## config.mk

```make
export PLATFORM = sky130hd
export DESIGN_NAME = a_fifo_writer
export DESIGN_NICKNAME = d
export VERILOG_FILES = /design/src/rtl/a_fifo_writer.sv
export SDC_FILE = /design/constraint.sdc
export NUM_CORES = 1
export LEC_CHECK = 0
export ABC_AREA = 1
export BUFFER_PORTS_ARGS = -buffer_cell sky130_fd_sc_hd__buf_2
export CAP_MARGIN = 30
export CORE_ASPECT_RATIO = 1.1
export CORE_MARGIN = 8
export CORE_UTILIZATION = 45
export DETAILED_ROUTE_END_ITERATION = 10
export PLACE_DENSITY = 0.69
export SYNTH_ARGS = -nofsm -noshare
export SYNTH_HDL_FRONTEND = slang
export SYNTH_SLANG_ARGS = --single-unit
```

## constraint.sdc

```tcl
create_clock -name clk_100mhz -period 1.85 [get_ports clk_100mhz]
set_input_delay 0.555 -clock clk_100mhz [delete_from_list [all_inputs] [get_ports clk_100mhz]]
set_output_delay 0.555 -clock clk_100mhz [all_outputs]
set_load 0.02 [all_outputs]
```

## src/rtl/a_fifo_writer.sv

```systemverilog
// Write-side front end of the async pixel FIFO: 2-entry skid buffer feeding the
// FIFO write port, with frame counting against IMG_W*IMG_H and framing-error flag.
module a_fifo_writer #(
    parameter int unsigned DATA_W = 8,
    parameter int unsigned IMG_W  = 256,
    parameter int unsigned IMG_H  = 256,
    parameter int unsigned CNT_W  = 17
) (
    input  logic              clk_100mhz,
    input  logic              reset_n,
    input  logic [DATA_W-1:0] pixel_in,
    input  logic              valid_in,
    input  logic              sof_in,
    output logic              ready_out,
    output logic [DATA_W-1:0] fifo_din,
    output logic              fifo_wr_en,
    input  logic              fifo_full,
    output logic              frame_done,
    output logic              frame_err,
    output logic [CNT_W-1:0]  pix_count
);

    typedef enum logic [1:0] {
        IDLE,
        STREAM,
        DRAIN
    } state_t;

    localparam logic [CNT_W-1:0] FRAME_PIX = CNT_W'(IMG_W * IMG_H);
    localparam logic [CNT_W-1:0] ONE_PIX   = CNT_W'(1);

    state_t              state_q, state_d;
    logic [1:0]          occ_q, occ_d;
    logic [DATA_W-1:0]   buf0_q, buf0_d;
    logic [DATA_W-1:0]   buf1_q, buf1_d;
    logic [CNT_W-1:0]    cnt_q, cnt_d;
    logic                done_q, done_d;
    logic                err_q, err_d;

    logic                accept;
    logic                write;
    logic                store;

    // Handshake outputs depend only on registers (plus fifo_full for the write side).
    assign ready_out  = (occ_q != 2'd2) && (state_q != DRAIN);
    assign fifo_wr_en = (occ_q != 2'd0) && !fifo_full;
    assign fifo_din   = buf0_q;
    assign frame_done = done_q;
    assign frame_err  = err_q;
    assign pix_count  = cnt_q;

    assign accept = valid_in && ready_out;
    assign write  = fifo_wr_en;

    always_comb begin
        state_d = state_q;
        cnt_d   = cnt_q;
        err_d   = err_q;
        done_d  = 1'b0;
        store   = 1'b0;

        case (state_q)
            IDLE: begin
                if (accept && sof_in) begin
                    store   = 1'b1;
                    cnt_d   = ONE_PIX;
                    state_d = (FRAME_PIX == ONE_PIX) ? DRAIN : STREAM;
                end else if (accept) begin
                    err_d = 1'b1;
                end
            end
            STREAM: begin
                if (accept) begin
                    store = 1'b1;
                    if (sof_in) begin
                        err_d = 1'b1;
                        cnt_d = ONE_PIX;
                    end else begin
                        cnt_d = cnt_q + ONE_PIX;
                    end
                    if (cnt_d == FRAME_PIX) begin
                        state_d = DRAIN;
                    end
                end
            end
            DRAIN: begin
                // No accepts in DRAIN, so a write at occupancy 1 empties the buffer.
                if (write && (occ_q == 2'd1)) begin
                    done_d  = 1'b1;
                    cnt_d   = '0;
                    state_d = IDLE;
                end
            end
            default: begin
                state_d = IDLE;
            end
        endcase
    end

    always_comb begin
        occ_d  = occ_q;
        buf0_d = buf0_q;
        buf1_d = buf1_q;

        case ({store, write})
            2'b10: begin
                if (occ_q == 2'd0) begin
                    buf0_d = pixel_in;
                end else begin
                    buf1_d = pixel_in;
                end
                occ_d = occ_q + 2'd1;
            end
            2'b01: begin
                buf0_d = buf1_q;
                occ_d  = occ_q - 2'd1;
            end
            2'b11: begin
                // Simultaneous pop and push: occupancy unchanged, new pixel goes to the tail.
                if (occ_q == 2'd1) begin
                    buf0_d = pixel_in;
                end else begin
                    buf0_d = buf1_q;
                    buf1_d = pixel_in;
                end
            end
            default: begin
            end
        endcase
    end

    always_ff @(posedge clk_100mhz or negedge reset_n) begin
        if (!reset_n) begin
            state_q <= IDLE;
            occ_q   <= '0;
            buf0_q  <= '0;
            buf1_q  <= '0;
            cnt_q   <= '0;
            done_q  <= 1'b0;
            err_q   <= 1'b0;
        end else begin
            state_q <= state_d;
            occ_q   <= occ_d;
            buf0_q  <= buf0_d;
            buf1_q  <= buf1_d;
            cnt_q   <= cnt_d;
            done_q  <= done_d;
            err_q   <= err_d;
        end
    end

endmodule

```

==> key figures <==
Worst setup path
  • WP buf/inv: 3
  • WS Path Type: reg2reg
  • Worst Setup SP: state_q[0]
  • FF-to-FF path depth: 9
  • Required @ worst endpoint: 2.04 ns
  • Slowest stage delay, CP: 0.41 ns
  • Critical Path Sink Type: register
  • Flop2flop setup slack: -0.09 ns
  • Crit path DAT: 2.13 ns
  • Top delay family on crit path: simple AND/OR/NAND/NOR gates
  • Worst path slowest cell: dfrtp_1
  • Crit-path max FO: 7
  • CP cell instances: buf_6 -> ha_4 -> or2_4 -> nand2_4 -> nand3_4 -> nor2_4 -> buf_4 -> clkbuf_16 -> o22ai_2
  • Startpoint types: register
  • Reg-to-Reg Start: state_q[0]
  • Reg2reg end: pix_count[13]
  • Crit. path cell count: 9
  • Crit path to: pix_count[13]

Clocking
  • Clk root buf: clkbuf_8
  • Worst skew pair latency: 0.30 ns
  • H-tree depth: 2
  • Max Root-Sink Buffers: 2
  • CTS tree: yes
  • Sink Count: 39
  • Clk slew on worst S/H paths: 0.09 ns
  • Num CTS Buffers: 5

Synthesis
  • Post-synth EDFFs: 0
  • Mapped cell area: 2320 um^2
  • Synth Flop Type: dfrtp_1
  • Sequential fraction of the synthesis area: 42.0%
  • Syn_nets: 328
  • Synth unique cells: 31
  • Avg Inst Size Synth: 7.61 um^2
  • FFs w/ async S/R, synth: 100%
  • Yosys Warn Count: 0
  • Post-Synthesis Cells: 305
  • Yosys reg bits: 39

Finish
  • Fraction of layout cells with a size suffix above 1: 43.6%
  • Synth-to-layout area growth: 47.7%
  • Commonest non-fill, non-tap cell in the layout: nand2_1
  • Final Instance Area: 3430 um^2
  • Most frequent cells in the layout: 47 x nand2_1, 42 x nor2_1, 39 x buf_2, 35 x dfrtp_1, 32 x buf_4
  • Nets@finish: 412
  • # diodes: 0

STA
  • Worst Max-Slew Pin Slew: 0.529 ns
  • Number of setup violations in the final report: 24
  • Slew headroom: 64.7%
  • Post-Route Setup TNS: -1.06 ns
  • Clk_skew: 0.0111 ns
  • Min cycle time layout: 1.94 ns
  • Fmax: 516 MHz
  • Fin. max-slew vios: 0
  • RSZ-0062 raised after global routing: yes
  • Tcrit/Tclk final: 105%
  • Slack of the critical path: -0.0879 ns
  • Final hold vios: 0

Routing
  • Starting DRT DRC Count: 115
  • First-pass iteration count of the detailed router: 5
  • DRT Wirelength: 7200 um
  • Vias/cell: 5.57
  • Via count: 2497
  • ANT nets after route: 0
  • Drt wl/cell: 16.1 um
  • Residual DRC: 0

Floorplan
  • Die width: 84.5 um
  • Core region area: 5000 um^2
  • Die Height: 91.3 um
  • Initial Util: 46.4%
  • I/O pin cnt: 42
  • Site Rows: 27
  • Area of the die: 7720 um^2

GRT
  • Gr ovfl total: 0
  • Global-route wire length before repair: 10800 um
  • Largest net degree at the start of global routing: 40
  • GRT Util Overall: 16.8%
  • Vias in the first global route: 2424
  • Initial antenna violation count: 0

Pwr
  • PD cells: 1330 nW/um^2
  • Lkg Pwr: 0.00158 uW
  • Sw frac: 40.2%
  • Clk pwr share: 19.1%
  • Int Power: 2720 uW
  • P_sw: 1830 uW
  • VDD IR max: 909 uV
  • Combinational power share: 54.6%
  • Reg power frac: 26.4%

Job
  • Max Cap Violations: 0

Outcome
  • Violated checks: negative setup slack
  • Status: complete, but fails checks

Place
  • Final GP Congestion: 0.874
  • Post-DP HPWL: 4390 um
  • Placed Area: 2790 um^2
  • Port Buffers: 41

Min path
  • Hold Crit Class: in2async
## layout make-up
class	count	area (um^2)
clock buffer	6	72.6
clock inverter	2	60.1
fill	387	1570
inverter	40	155
multi-input combinational	221	1510
sequential	39	981
tap	58	72.6
timing repair buffer	82	582
## Yosys cell counts, types with 2 or more instances
cell type	number	area share, %
o31ai_1	3	0.97
dfrtp_1	39	42
o22ai_2	3	1.6
o21ai_0	9	1.9
xnor2_1	2	0.75
buf_4	2	0.65
a21oi_1	25	5.4
inv_2	2	0.32
nand4_1	8	2.2
nand3_4	2	1.5
o22ai_1	8	2.2
o32ai_1	2	0.75
nor2_1	53	8.6
ha_1	10	5.4
nor2_2	3	0.81
buf_2	2	0.43
nand2_1	57	9.2
inv_1	37	6.0
nand3_1	26	5.6
## cells by family after synthesis
family                     share of synthesized area [%]
and+or+nand+nor                                     29.5
AOI/OAI and AO/OA                                   13.5
buffers and inverters                               8.40
DFF                                                 42.0
adders and majority gates                           5.39
xor gates and xnor gates                           0.754
muxes                                              0.431
## routing by layer
metal,share of wire (%),wire [um],vias up,GRT usage [%]
met5,0,0,-,0
met1,39,2780,1191,18.6
met3,6.3,456,18,4.59
met4,2.5,180,0,6.69
met2,53,3780,118,29.8
li1,-,-,1170,-
## metrics by stage
stage                     power (uW)  std cells  worst slack, ns  hold WS [ns]  utilization [%]
after global routing            4840        448           -0.168         0.340             68.6
final                           4560        448          -0.0879         0.296             68.6
after global placement          2870        421          -0.0579         0.461             55.8
after detailed placement        2920        421           -0.118         0.452             55.8
after CTS                       4080        438         -0.00223         0.329             62.1
after floorplan                 2370        305          -0.0507         0.259                -
## how the worst min path moves through the flow
stage	startpoint	endpoint	slack, ns	depth (start not counted)
finish	reset_n	pix_count[10]	0.30	2
CTS	reset_n	pix_count[10]	0.33	2
floorplan	reset_n	buf1_q[0]	0.26	0
detailed placement	frame_err	frame_err	0.45	1
global route	reset_n	pix_count[10]	0.34	2
global placement	frame_err	frame_err	0.46	1
## power by group through the flow
stage          sequential (uW)  clock, uW  combinational [uW]
5_1_grt                   1220        916                2700
6_report                  1200        869                2490
3_5_place_dp              1200          0                1730
3_3_place_gp              1190          0                1690
2_1_floorplan             1340          0                1040
4_1_cts                   1190        872                2020
## flip-flops by register name, indices dropped and copies added, names as in the netlist
register / cells
state_q: 2
frame_done: 1
fifo_din: 8
buf1_q: 8
pix_count: 17
occ_q: 2
frame_err: 1
## timing repair
item                       CTS  global route
hold buffers                 0             0
setup buffers                9             8
cloned                       1             2
gates resized for setup     32            56
pin swaps                   15            21
setup endpoints to repair   28            36
No activity file was read; power rests on OpenSTA's default activity.
